`config.mk`:
```
export PLATFORM = sky130hd
export DESIGN_NAME = hpram_dma_arbiter
export DESIGN_NICKNAME = d
export VERILOG_FILES = /design/src/rtl/hpram_dma_arbiter.sv
export SDC_FILE = /design/constraint.sdc
export NUM_CORES = 1
export LEC_CHECK = 0
export ABC_AREA = 0
export CAP_MARGIN = 20
export CORE_ASPECT_RATIO = 0.8
export CORE_MARGIN = 2
export CORE_UTILIZATION = 40
export DETAILED_ROUTE_END_ITERATION = 8
export PLACE_DENSITY = 0.77
export SLEW_MARGIN = 20
export SYNTH_ARGS = -nofsm -noshare
export SYNTH_HDL_FRONTEND = slang
export SYNTH_SLANG_ARGS = --single-unit
export TNS_END_PERCENT = 20
```
`constraint.sdc`:
```
create_clock -name I_dma_clk -period 2.2 [get_ports I_dma_clk]
set_clock_uncertainty 0.05 [all_clocks]
set_input_delay 0.44 -clock I_dma_clk [delete_from_list [all_inputs] [get_ports I_dma_clk]]
set_output_delay 0.44 -clock I_dma_clk [all_outputs]
set_load 0.02 [all_outputs]
```
`src/rtl/hpram_dma_arbiter.sv`:
```
// Arbitrates the single HyperRAM command port between camera writes and HDMI reads.
// Optional macro HPRAM_ARB_READ_PRIO_EN: fixed read priority instead of round-robin.
module hpram_dma_arbiter #(
  parameter int BURST_BEATS = 4,
  parameter int ADDR_W      = 22,
  parameter int GAP_CYC     = 2,
  parameter int RD_TIMEOUT  = 64
) (
  input  logic              I_dma_clk,
  input  logic              I_rst,
  input  logic              I_init_calib,
  input  logic              I_wr_req,
  input  logic [ADDR_W-1:0] I_wr_addr,
  input  logic [31:0]       I_wr_data,
  input  logic [3:0]        I_wr_mask,
  output logic              O_wr_pop,
  output logic              O_wr_gnt,
  input  logic              I_rd_req,
  input  logic [ADDR_W-1:0] I_rd_addr,
  output logic              O_rd_gnt,
  output logic              O_rd_valid,
  output logic [31:0]       O_rd_data,
  output logic              O_cmd,
  output logic              O_cmd_en,
  output logic [ADDR_W-1:0] O_addr,
  output logic [31:0]       O_wr_data,
  output logic [3:0]        O_data_mask,
  input  logic              I_rd_data_valid,
  input  logic [31:0]       I_rd_data,
  output logic              O_busy,
  output logic              O_rd_timeout
);

  localparam int BW = (BURST_BEATS > 1) ? $clog2(BURST_BEATS) : 1;
  localparam int GW = (GAP_CYC > 1) ? $clog2(GAP_CYC) : 1;
  localparam int TW = (RD_TIMEOUT > 1) ? $clog2(RD_TIMEOUT) : 1;

  localparam logic [BW-1:0] BEAT_LAST = BW'(BURST_BEATS - 1);
  localparam logic [GW-1:0] GAP_LAST  = GW'((GAP_CYC > 0) ? GAP_CYC - 1 : 0);
  localparam logic [TW-1:0] TMO_LAST  = TW'(RD_TIMEOUT - 1);

  typedef enum logic [2:0] {IDLE, ARB, WR, RDC, RDW, GAP} state_t;

  // With no gap configured a finished burst returns straight to arbitration.
  localparam state_t POST_BURST = (GAP_CYC == 0) ? ARB : GAP;

  state_t        state;
  logic [BW-1:0] beat_cnt;
  logic [GW-1:0] gap_cnt;
  logic [TW-1:0] tmo_cnt;
  logic          last_wr;
  logic          pick_rd;

  always_comb begin
    pick_rd = 1'b0;
`ifdef HPRAM_ARB_READ_PRIO_EN
    pick_rd = I_rd_req;
`else
    pick_rd = I_rd_req && (!I_wr_req || last_wr);
`endif
  end

  always_ff @(posedge I_dma_clk) begin
    if (I_rst) begin
      state        <= IDLE;
      beat_cnt     <= '0;
      gap_cnt      <= '0;
      tmo_cnt      <= '0;
      last_wr      <= 1'b1;
      O_wr_pop     <= 1'b0;
      O_wr_gnt     <= 1'b0;
      O_rd_gnt     <= 1'b0;
      O_rd_valid   <= 1'b0;
      O_rd_data    <= '0;
      O_cmd        <= 1'b0;
      O_cmd_en     <= 1'b0;
      O_addr       <= '0;
      O_wr_data    <= '0;
      O_data_mask  <= '0;
      O_busy       <= 1'b0;
      O_rd_timeout <= 1'b0;
    end else begin
      O_wr_gnt   <= 1'b0;
      O_rd_gnt   <= 1'b0;
      O_cmd_en   <= 1'b0;
      O_rd_valid <= 1'b0;
      if (!I_init_calib) begin
        // Calibration loss: drop to IDLE but still pass on a beat landing this cycle.
        state    <= IDLE;
        O_busy   <= 1'b0;
        O_wr_pop <= 1'b0;
        if (state == RDW && I_rd_data_valid) begin
          O_rd_valid <= 1'b1;
          O_rd_data  <= I_rd_data;
        end
      end else begin
        case (state)
          IDLE: state <= ARB;
          ARB: begin
            if (pick_rd) begin
              O_rd_gnt <= 1'b1;
              O_addr   <= I_rd_addr;
              O_busy   <= 1'b1;
              last_wr  <= 1'b0;
              state    <= RDC;
            end else if (I_wr_req) begin
              O_wr_gnt <= 1'b1;
              O_addr   <= I_wr_addr;
              O_wr_pop <= 1'b1;
              O_busy   <= 1'b1;
              beat_cnt <= '0;
              last_wr  <= 1'b1;
              state    <= WR;
            end
          end
          WR: begin
            O_wr_data   <= I_wr_data;
            O_data_mask <= I_wr_mask;
            O_cmd       <= 1'b1;
            O_cmd_en    <= (beat_cnt == '0);
            beat_cnt    <= beat_cnt + 1'b1;
            if (beat_cnt == BEAT_LAST) begin
              O_wr_pop <= 1'b0;
              gap_cnt  <= '0;
              O_busy   <= (POST_BURST != ARB);
              state    <= POST_BURST;
            end
          end
          RDC: begin
            O_cmd_en <= 1'b1;
            O_cmd    <= 1'b0;
            tmo_cnt  <= '0;
            beat_cnt <= '0;
            state    <= RDW;
          end
          RDW: begin
            tmo_cnt <= tmo_cnt + 1'b1;
            if (I_rd_data_valid) begin
              O_rd_valid <= 1'b1;
              O_rd_data  <= I_rd_data;
              beat_cnt   <= beat_cnt + 1'b1;
            end
            // A last beat arriving on the timeout cycle still completes the burst.
            if (I_rd_data_valid && beat_cnt == BEAT_LAST) begin
              gap_cnt <= '0;
              O_busy  <= (POST_BURST != ARB);
              state   <= POST_BURST;
            end else if (tmo_cnt == TMO_LAST) begin
              O_rd_timeout <= 1'b1;
              gap_cnt      <= '0;
              O_busy       <= (POST_BURST != ARB);
              state        <= POST_BURST;
            end
          end
          GAP: begin
            gap_cnt <= gap_cnt + 1'b1;
            if (gap_cnt == GAP_LAST) begin
              O_busy <= 1'b0;
              state  <= ARB;
            end
          end
          default: begin
            O_busy <= 1'b0;
            state  <= IDLE;
          end
        endcase
      end
    end
  end

endmodule

```
==> results of run 1 <==
-- sequential cells by signal, indices dropped and copies added (netlist names), 2 cells and up --
| register | count |
|---|---|
| O_data_mask | 4 |
| beat_cnt | 2 |
| state | 3 |
| O_rd_data | 32 |
| O_wr_data | 32 |
| tmo_cnt | 6 |
| O_addr | 22 |
-- power by group through the flow --
stage | Clock, mW | Combinational (mW) | Sequential, mW
after floorplan | 0 | 0.205 | 2.17
after global placement | 0 | 0.583 | 2.13
after detailed placement | 0 | 0.592 | 2.13
after CTS | 1.73 | 0.596 | 2.08
after global routing | 1.82 | 0.639 | 2.09
final | 1.66 | 0.593 | 2.08
-- how the worst max path moves through the flow --
| stage | startpoint | endpoint | slack [ps] |
|---|---|---|---|
| floorplan | state[0]$_SDFFE_PP0P_ | tmo_cnt[5]$_SDFFE_PP0P_ | 630 |
| global placement | I_wr_req | beat_cnt[1]$_SDFFE_PP0P_ | 60 |
| detailed placement | I_wr_req | beat_cnt[1]$_SDFFE_PP0P_ | -30 |
| CTS | state[2]$_SDFFE_PP0P_ | O_addr[21]$_SDFFE_PP0P_ | 270 |
| global route | state[2]$_SDFFE_PP0P_ | O_addr[0]$_SDFFE_PP0P_ | 110 |
| finish | state[2]$_SDFFE_PP0P_ | O_addr[14]$_SDFFE_PP0P_ | 260 |
-- metrics by stage --
stage / cells / hold slack, ps / worst slack [ps]
after floorplan: 527 / 434 / 626
after global placement: 860 / 391 / 64.6
after detailed placement: 860 / 395 / -31.9
after CTS: 876 / 406 / 275
after global routing: 876 / 419 / 113
final: 876 / 403 / 257
-- kinds of logic (layout without fill, tap and decap cells) --
kind of cell	after synthesis	count (layout)	synth area share, %
buf+inv	46	251	5.03
compound gates	126	126	17.3
flops	111	111	50.2
mux	22	22	4.97
xor+xnor	4	4	0.791
fa+ha+maj	3	3	0.847
simple gates	215	215	20.9
-- metal layers --
layer	vias to the layer above	global-route usage (%)	share of wire (%)
li1	2189	-	-
met1	1937	25.3	42
met2	188	35.0	47
met3	11	7.48	9.9
met4	0	4.77	1.0
met5	-	0	0
-- placed cells by master, fill, tap and decap left out, types with 2 or more instances in the layout --
cell type / count
nor2b_1: 3
a311oi_1: 2
inv_6: 2
ha_1: 3
buf_4: 9
a211oi_1: 26
a31oi_1: 5
clkdlybuf4s50_1: 214
nand2b_1: 4
nand3_1: 4
mux2i_1: 22
xnor2_1: 4
o211ai_1: 2
a21oi_1: 77
buf_12: 6
inv_1: 6
nand2_1: 144
and2_1: 3
dfxtp_1: 111
nor2_1: 39
nor3b_2: 2
nor3_1: 3
clkbuf_16: 9
a41oi_1: 2
-- final cells by class --
| cell class | instances | area [um2] |
|---|---|---|
| Fill cell | 893 | 3790 |
| Timing Repair Buffer | 229 | 2330 |
| Sequential cell | 111 | 2220 |
| Multi-Input combinational cell | 370 | 1990 |
| Clock buffer | 10 | 239 |
| Tap cell | 144 | 180 |
| Clock inverter | 6 | 75.1 |
| Inverter | 6 | 22.5 |
-- worst max-delay path: stages (launching register included) --
cell,delay (ps)
dfxtp_1,460
buf_4,230
nor3b_4,310
and3b_1,270
buf_12,220
nor2_1,70
a211oi_1,240
==> impl_metrics.toml, run 1 <==
[die]
core_area_mm2 = 0.0108
start_util_pct = 40.8
io_pins = 216
die_area_mm2 = 0.0119
die_width_um = 122
die_y_um = 98.1
fp-row-count = 34

[power]
p_int_mw = 3.33
comb_power_share_pct = 13.7
power_density_mw_per_mm2 = 615
switching_share_pct = 23.3
p_leak_nw = 2.46
pwr-share-seq_pct = 48.0
p_switching_mw = 1.01
power_mw = 4.34
peakVddDrop_uv = 383
pwr-share-clk_pct = 38.4

[logic_synthesis]
synth_ff_type = "dfxtp_1"
post-synth-top-count-cell = "nand2_1"
yosysTopAreaCellShare_pct = 50.2
yosysUniqueCellTypes = 49
ys_seq_elements = 111
synth_top_cells_by_count = "nand2_1 (144), dfxtp_1 (111), a21oi_1 (77), nor2_1 (39), a211oi_1 (26)"
syn_area_mm2 = 0.00443
post-synth-top-area-cell = "dfxtp_1"
ys_seq_area_share_pct = 50.2
yosys-top-cells-area = "dfxtp_1 (50%), nand2_1 (12%), a21oi_1 (8.7%)"
synth_fp_nets = 648
synth-async-reset-ratio_pct = 0
synth_cells = 527
synth_enable_flop_cells = 0
yosys_warnings = 0
syn_avg_cell_area_um2 = 8.41

[clock_network]
clk_pin_slew_worst_paths_ps = 70
tritoncts = "built"
cts.repair.resized = 0
ctsHoldBuffers = 0
insertion_delay_ps = 340
cts_sinks = 111
cts_root_buf = "clkbuf_16"
postCtsSetupBuffers = 0
cts_max_path_buffers = 2
numCtsBuffers = 9
htree_levels = 3

[layout]
final_util_pct = 65.0
area_growth_pct = 59.2
n_antenna_cell = 0
final_layout_size_suffix_gt1_share_pct = 5.46
nets = 848
design_area_mm2 = 0.00705

[global_routing]
grt_pass1_vias = 4081
antenna_found_initial = 0
grt_pass1_wl_mm = 19.8
grt-ovfl-total = 0
grt_max_degree = 57
grt_usage_pct = 20.7

[detailed_routing]
vias = 4325
wirelength_mm = 12.5
drt-initial-drc-count = 280
via_per_inst = 4.94
ant_nets = 0
dr.pass1.iters = 5
avgRoutedWirePerCell_um = 14.2
drc = 0

[hold_path]
hp-class = "flop to flop"
worstHoldStart = "O_rd_data[11]$_SDFFE_PP0P_"
whs_endpoint = "O_rd_data[11]$_SDFFE_PP0P_"
worstHoldPathCells = 2

[job]
cap_violations = 0

[critical_path]
cp.arrival_ps = 2140
required_ps = 2400
worst-r2r-cell-count = 6
timing.rr.start = "state[2]$_SDFFE_PP0P_"
crit_type = "flop to flop"
cp_max_fo = 44
critPathLaunchType = "flop"
reg2reg_to = "O_addr[14]$_SDFFE_PP0P_"
crit_path_end_kind = "flop"
rrSetupSlack_ps = 260

[timing]
rsz0062_at_grt = "no"
setup_viol = 0
layout_min_cycle_time_ps = 1940
slew_headroom_pct = 58.6
clock.fmax_mhz = 515
tns_ps = 0
timing.final.crit_share_pct = 88.3
tightest_slew_ps = 618
hold_violations = 0
slew_violations = 0

[placement]
io_buffer_count = 215
place.gp.congestion = 0.824
placed_cell_area_mm2 = 0.00674
dp_hpwl_mm = 9.28

[status]
status = "complete, no violations"
Note: power is estimated with default switching activity, not from simulation.
==> run 2, diff against run 1 <==
- CTS_CLUSTER_SIZE: default -> 12
- REMOVE_ABC_BUFFERS: default -> 1
==> run 2 against run 1 <==
- clock power decreased by 7%
- hold slack improved by 1.4 ps
- flip-flop and latch count unchanged
- sequential share of layout area grew 0.20 points
- register-to-register slack better by 100 ps
- critical path depth decreased by 1
- die area did not move
- count of clock-buffer cells in the layout grew 1
- global-route usage decreased by 0.68 points
- combinational power barely moved
- via count is essentially flat
- power decreased by 2.9%
- highest routed layer unchanged
==> impl_metrics.toml, run 2 (synthesis gave the netlist of run 1 again) <==
[status]
status = "complete, no violations"

[clock_network]
ctsHoldBuffers = 0
cts_max_path_buffers = 2
postCtsSetupBuffers = 0
cts_sinks = 111
clk_pin_slew_worst_paths_ps = 80
tritoncts = "built"
htree_levels = 3
numCtsBuffers = 9
cts_root_buf = "clkbuf_16"
insertion_delay_ps = 340
cts.repair.resized = 0

[layout]
area_growth_pct = 58.2
fillCellCount = 899
nets = 848
final_util_pct = 64.6
final_layout_size_suffix_gt1_share_pct = 5.19
reg.largest.list = "O_rd_data: 32 flops, O_wr_data: 32 flops, O_addr: 22 flops"
final_cell_mix = "clkdlybuf4s50_1 (214), nand2_1 (144), dfxtp_1 (111)"
mostFrequentLayoutCell = "clkdlybuf4s50_1"
n_antenna_cell = 0

[hold_path]
worstHoldStart = "O_rd_data[23]$_SDFFE_PP0P_"
hp-class = "flop to flop"
worstHoldPathCells = 2
whs_endpoint = "O_rd_data[23]$_SDFFE_PP0P_"

[global_routing]
grt_use_met3_pct = 4.79
grt_pass1_wl_mm = 19.6
grt_use_met1_pct = 23.7
busiest_layer = "met2"
antenna_found_initial = 0
grtUsageMet2_pct = 36.2
grt_pass1_vias = 4154
grt-ovfl-total = 0
grt_max_degree = 48
grt_usage_pct = 20.0

[critical_path]
reg2reg_to = "state[0]$_SDFFE_PP0P_"
required_ps = 2390
rrSetupSlack_ps = 360
critPathLaunchType = "primary input"
crit_type = "primary input to flop"
cpPeakStageDelay_ps = 540
cp_cell_sequence = "clkdlybuf4s50_1 -> a21bo_2 -> o311ai_1 -> a21oi_1 -> o21ba_2"
cp_max_fo = 5
timing.rr.start = "state[2]$_SDFFE_PP0P_"
worst-r2r-cell-count = 4
crit_path_end_kind = "flop"
slowest_stage = "clkdlybuf4s50_1"
cp.arrival_ps = 2030

[power]
peakVddDrop_uv = 412
power_density_mw_per_mm2 = 601
p_leak_nw = 2.44

[timing]
layout_min_cycle_time_ps = 1840
clock.fmax_mhz = 543
setup_viol = 0
timing.final.crit_share_pct = 83.7
hold_violations = 0
rsz0062_at_grt = "no"
whs_ps = 405
slew_violations = 0
slew_headroom_pct = 62.0
tightest_slew_ps = 567

[die]
io_pins = 216
core_area_mm2 = 0.0108
fp-row-count = 34
die_width_um = 122
die_area_mm2 = 0.0119
die_y_um = 98.1
start_util_pct = 40.8

[placement]
dp_hpwl_mm = 9.13
place.gp.congestion = 0.804
io_buffer_count = 215

[detailed_routing]
wirelength_mm = 12.4
drt-initial-drc-count = 207
dr.pass1.iters = 4
ant_nets = 0
drc = 0
via_per_inst = 4.94
vias = 4326
avgRoutedWirePerCell_um = 14.2

[job]
cap_violations = 0
==> run 2: worst max path at each step <==
stage | from | to | cells after the start
floorplan | state[2]$_SDFFE_PP0P_ | beat_cnt[1]$_SDFFE_PP0P_ | 4
global route | state[2]$_SDFFE_PP0P_ | state[0]$_SDFFE_PP0P_ | 4
finish | I_wr_req | beat_cnt[1]$_SDFFE_PP0P_ | 5
CTS | state[2]$_SDFFE_PP0P_ | state[0]$_SDFFE_PP0P_ | 4
global placement | I_wr_req | beat_cnt[1]$_SDFFE_PP0P_ | 5
detailed placement | I_init_calib | O_addr[7]$_SDFFE_PP0P_ | 5
==> run 2: power by group <==
group / leakage (nW) / internal [mW] / switching, mW
clock network: 0.139 / 0.797 / 0.747
registers: 0.897 / 2.05 / 0.0266
logic: 1.40 / 0.342 / 0.250
==> run 2: through the flow <==
| stage | area, um2 | std cells | setup TNS (ps) | total power [mW] | setup WS (ps) |
|---|---|---|---|---|---|
| after floorplan | 4230 | 487 | -364 | 2.33 | -83.2 |
| after global placement | 6730 | 860 | 0 | 2.70 | 69.7 |
| after detailed placement | 6730 | 860 | 0 | 2.72 | 30.0 |
| after CTS | 7010 | 876 | 0 | 4.25 | 341 |
| after global routing | 7010 | 876 | 0 | 4.38 | 235 |
| final | 7010 | 876 | 0 | 4.21 | 358 |
==> run 2: metal layers <==
layer / routed length, um / vias to the layer above
met5: 0 / -
met3: 776 / 14
met2: 6310 / 138
li1: - / 2184
met1: 5170 / 1990
met4: 176 / 0
==> run 2: cell type report <==
class	count	area, um2	share of cell area (%)
clock inverters	5	48.8	0.696
flip-flops and latches	111	2220	31.7
multi-input cells	370	1990	28.3
repair buffers	229	2320	33.1
inverters	6	22.5	0.321
well taps	144	180	2.57
clock buffers	11	233	3.32
==> run 2: critical path, delay by kind of cell <==
| kind | cells | cell delay [ps] |
|---|---|---|
| compound gates | 4 | 1050 |
| buf+inv | 1 | 540 |
==> run 3, diff against run 2 <==
- clock period: 2.2 -> 1.8 ns (I/O delays scaled with it)
==> run 3 against run 2 <==
- power is 23% higher
- combinational power is 29% higher
- non-clock buffer count increased by 17
- flip-flop and latch count stayed put
- sequential power increased by 22%
- count of clock-buffer cells in the layout shrank 2
- die area unchanged
- first-iteration DRC count rose by 8.2%
- global-route usage rose by 0.85 points
- cell area is 3.1% higher
- largest cell class unchanged
- highest routed layer unchanged
==> impl_metrics.toml, run 3 (synthesis gave the netlist of run 1 again) <==
[status]
status = "complete, no violations"

[layout]
final_cells = 892
fillCellCount = 898
area_growth_pct = 63.1
nets = 865
n_antenna_cell = 0
final_layout_size_suffix_gt1_share_pct = 9.09
final_cell_mix = "clkdlybuf4s50_1 (213), nand2_1 (144), dfxtp_1 (107)"
mostFrequentLayoutCell = "clkdlybuf4s50_1"
reg.largest.list = "O_rd_data: 32 flops, O_wr_data: 32 flops, O_addr: 22 flops"

[die]
fp-row-count = 34
start_util_pct = 40.8
core_area_mm2 = 0.0108
io_pins = 216
die_area_mm2 = 0.0119
die_y_um = 98.1
die_width_um = 122

[hold_path]
whs_endpoint = "O_addr[11]$_SDFFE_PP0P_"
hp-class = "primary input to flop"
worstHoldPathCells = 2
worstHoldStart = "I_rst"

[timing]
slew_violations = 0
hold_violations = 0
tns_ps = 0
slew_headroom_pct = 62.5
rsz0062_at_grt = "yes"
setup_viol = 0
tightest_slew_ps = 561
clock.fmax_mhz = 567
timing.final.crit_share_pct = 97.9
layout_min_cycle_time_ps = 1760

[detailed_routing]
wirelength_mm = 12.8
vias = 4339
avgRoutedWirePerCell_um = 14.3
drt-initial-drc-count = 224
via_per_inst = 4.86
dr.pass1.iters = 6
ant_nets = 0
drc = 0

[power]
p_leak_nw = 2.54
peakVddDrop_uv = 479
power_density_mw_per_mm2 = 716

[placement]
io_buffer_count = 215
place_inst = 875
dp_hpwl_mm = 9.26
place.gp.congestion = 0.835

[clock_network]
cts_sinks = 111
cts_root_buf = "clkbuf_16"
clk_pin_slew_worst_paths_ps = 80
ctsHoldBuffers = 0
cts_max_path_buffers = 2
insertion_delay_ps = 350
tritoncts = "built"
htree_levels = 3
numCtsBuffers = 9

[critical_path]
cp_cell_sequence = "clkdlybuf4s50_1"
worst-r2r-cell-count = 6
required_ps = 1390
crit_family = "buffers and inverters"
slowest_stage = "clkdlybuf4s50_1"
rrSetupSlack_ps = 100
crit_type = "flop to output port"
crit_path_end_kind = "output port"
cp-startpoint = "O_wr_pop$_SDFFE_PP0P_"
timing.rr.start = "beat_cnt[0]$_SDFFE_PP0P_"
cp.arrival_ps = 1350
cp_max_fo = 2
reg2reg_to = "state[0]$_SDFFE_PP0P_"
crit_buf_inv = 1
cpPeakStageDelay_ps = 650
critPathLaunchType = "flop"

[global_routing]
antenna_found_initial = 0
grt_max_degree = 52
grt_pass1_vias = 4202
grt_pass1_wl_mm = 20.2
grt-ovfl-total = 0
grt_usage_pct = 20.9

[job]
cap_violations = 0
==> run 3: changes by cell type in the layout (fill, tap and decap cells not counted), sizes merged <==
cell	before	now
buf	15	31
dlymetal6s2s	0	1
inv	10	9
clkinvlp	0	2
clkbuf	11	10
clkdlybuf4s50	214	213
==> run 3: worst max-delay path by stage <==
stage	cells after the start	end	slack [ps]
floorplan	4	beat_cnt[1]$_SDFFE_PP0P_	-480
global placement	6	beat_cnt[0]$_SDFFE_PP0P_	-140
detailed placement	6	beat_cnt[0]$_SDFFE_PP0P_	-200
CTS	1	O_wr_pop	20
global route	6	O_addr[8]$_SDFFE_PP0P_	-20
finish	1	O_wr_pop	40
==> run 3: repair_timing <==
item | CTS | global route
gates cloned | 0 | 1
pin swaps | 0 | 7
setup buffers | 0 | 1
endpoints found under the setup margin | 1 | 9
resized for setup | 1 | 16
==> run 3: layout make-up <==
cell class                 instances  area, um2  share of cell area [%]
clock buffer                       9        225                    3.12
clock inverter                     6       52.6                   0.727
inverter                           6       22.5                   0.312
multi-input combinational        370       2040                    28.2
sequential                       111       2230                    30.9
tap                              144        180                    2.49
timing repair buffer             246       2480                    34.3
==> run 3: through the flow <==
step / total power, mW / hold WS, ps / instance area (um2) / utilization (%) / setup slack, ps
after detailed placement: 3.34 / 397 / 6850 / 63.2 / -202
after global placement: 3.33 / 391 / 6850 / 63.2 / -143
after CTS: 5.22 / 336 / 7130 / 65.7 / 19.1
after floorplan: 2.85 / 379 / 4230 / - / -483
after global routing: 5.39 / 364 / 7230 / 66.6 / -23.1
final: 5.17 / 350 / 7230 / 66.6 / 37.4
==> run 3: metal layers <==
layer  routed length (um)  track usage [%]  up-vias
li1                     -                -     2214
met1                 5290             25.1     1975
met2                 6410             37.3      136
met3                  866             5.14       14
met4                  184             5.31        0
met5                    0                0        -
==> run 3: power breakdown <==
group          total, mW  switching (mW)  internal, mW
sequential          2.54          0.0361          2.51
clock               1.87           0.916         0.953
combinational      0.763           0.316         0.447
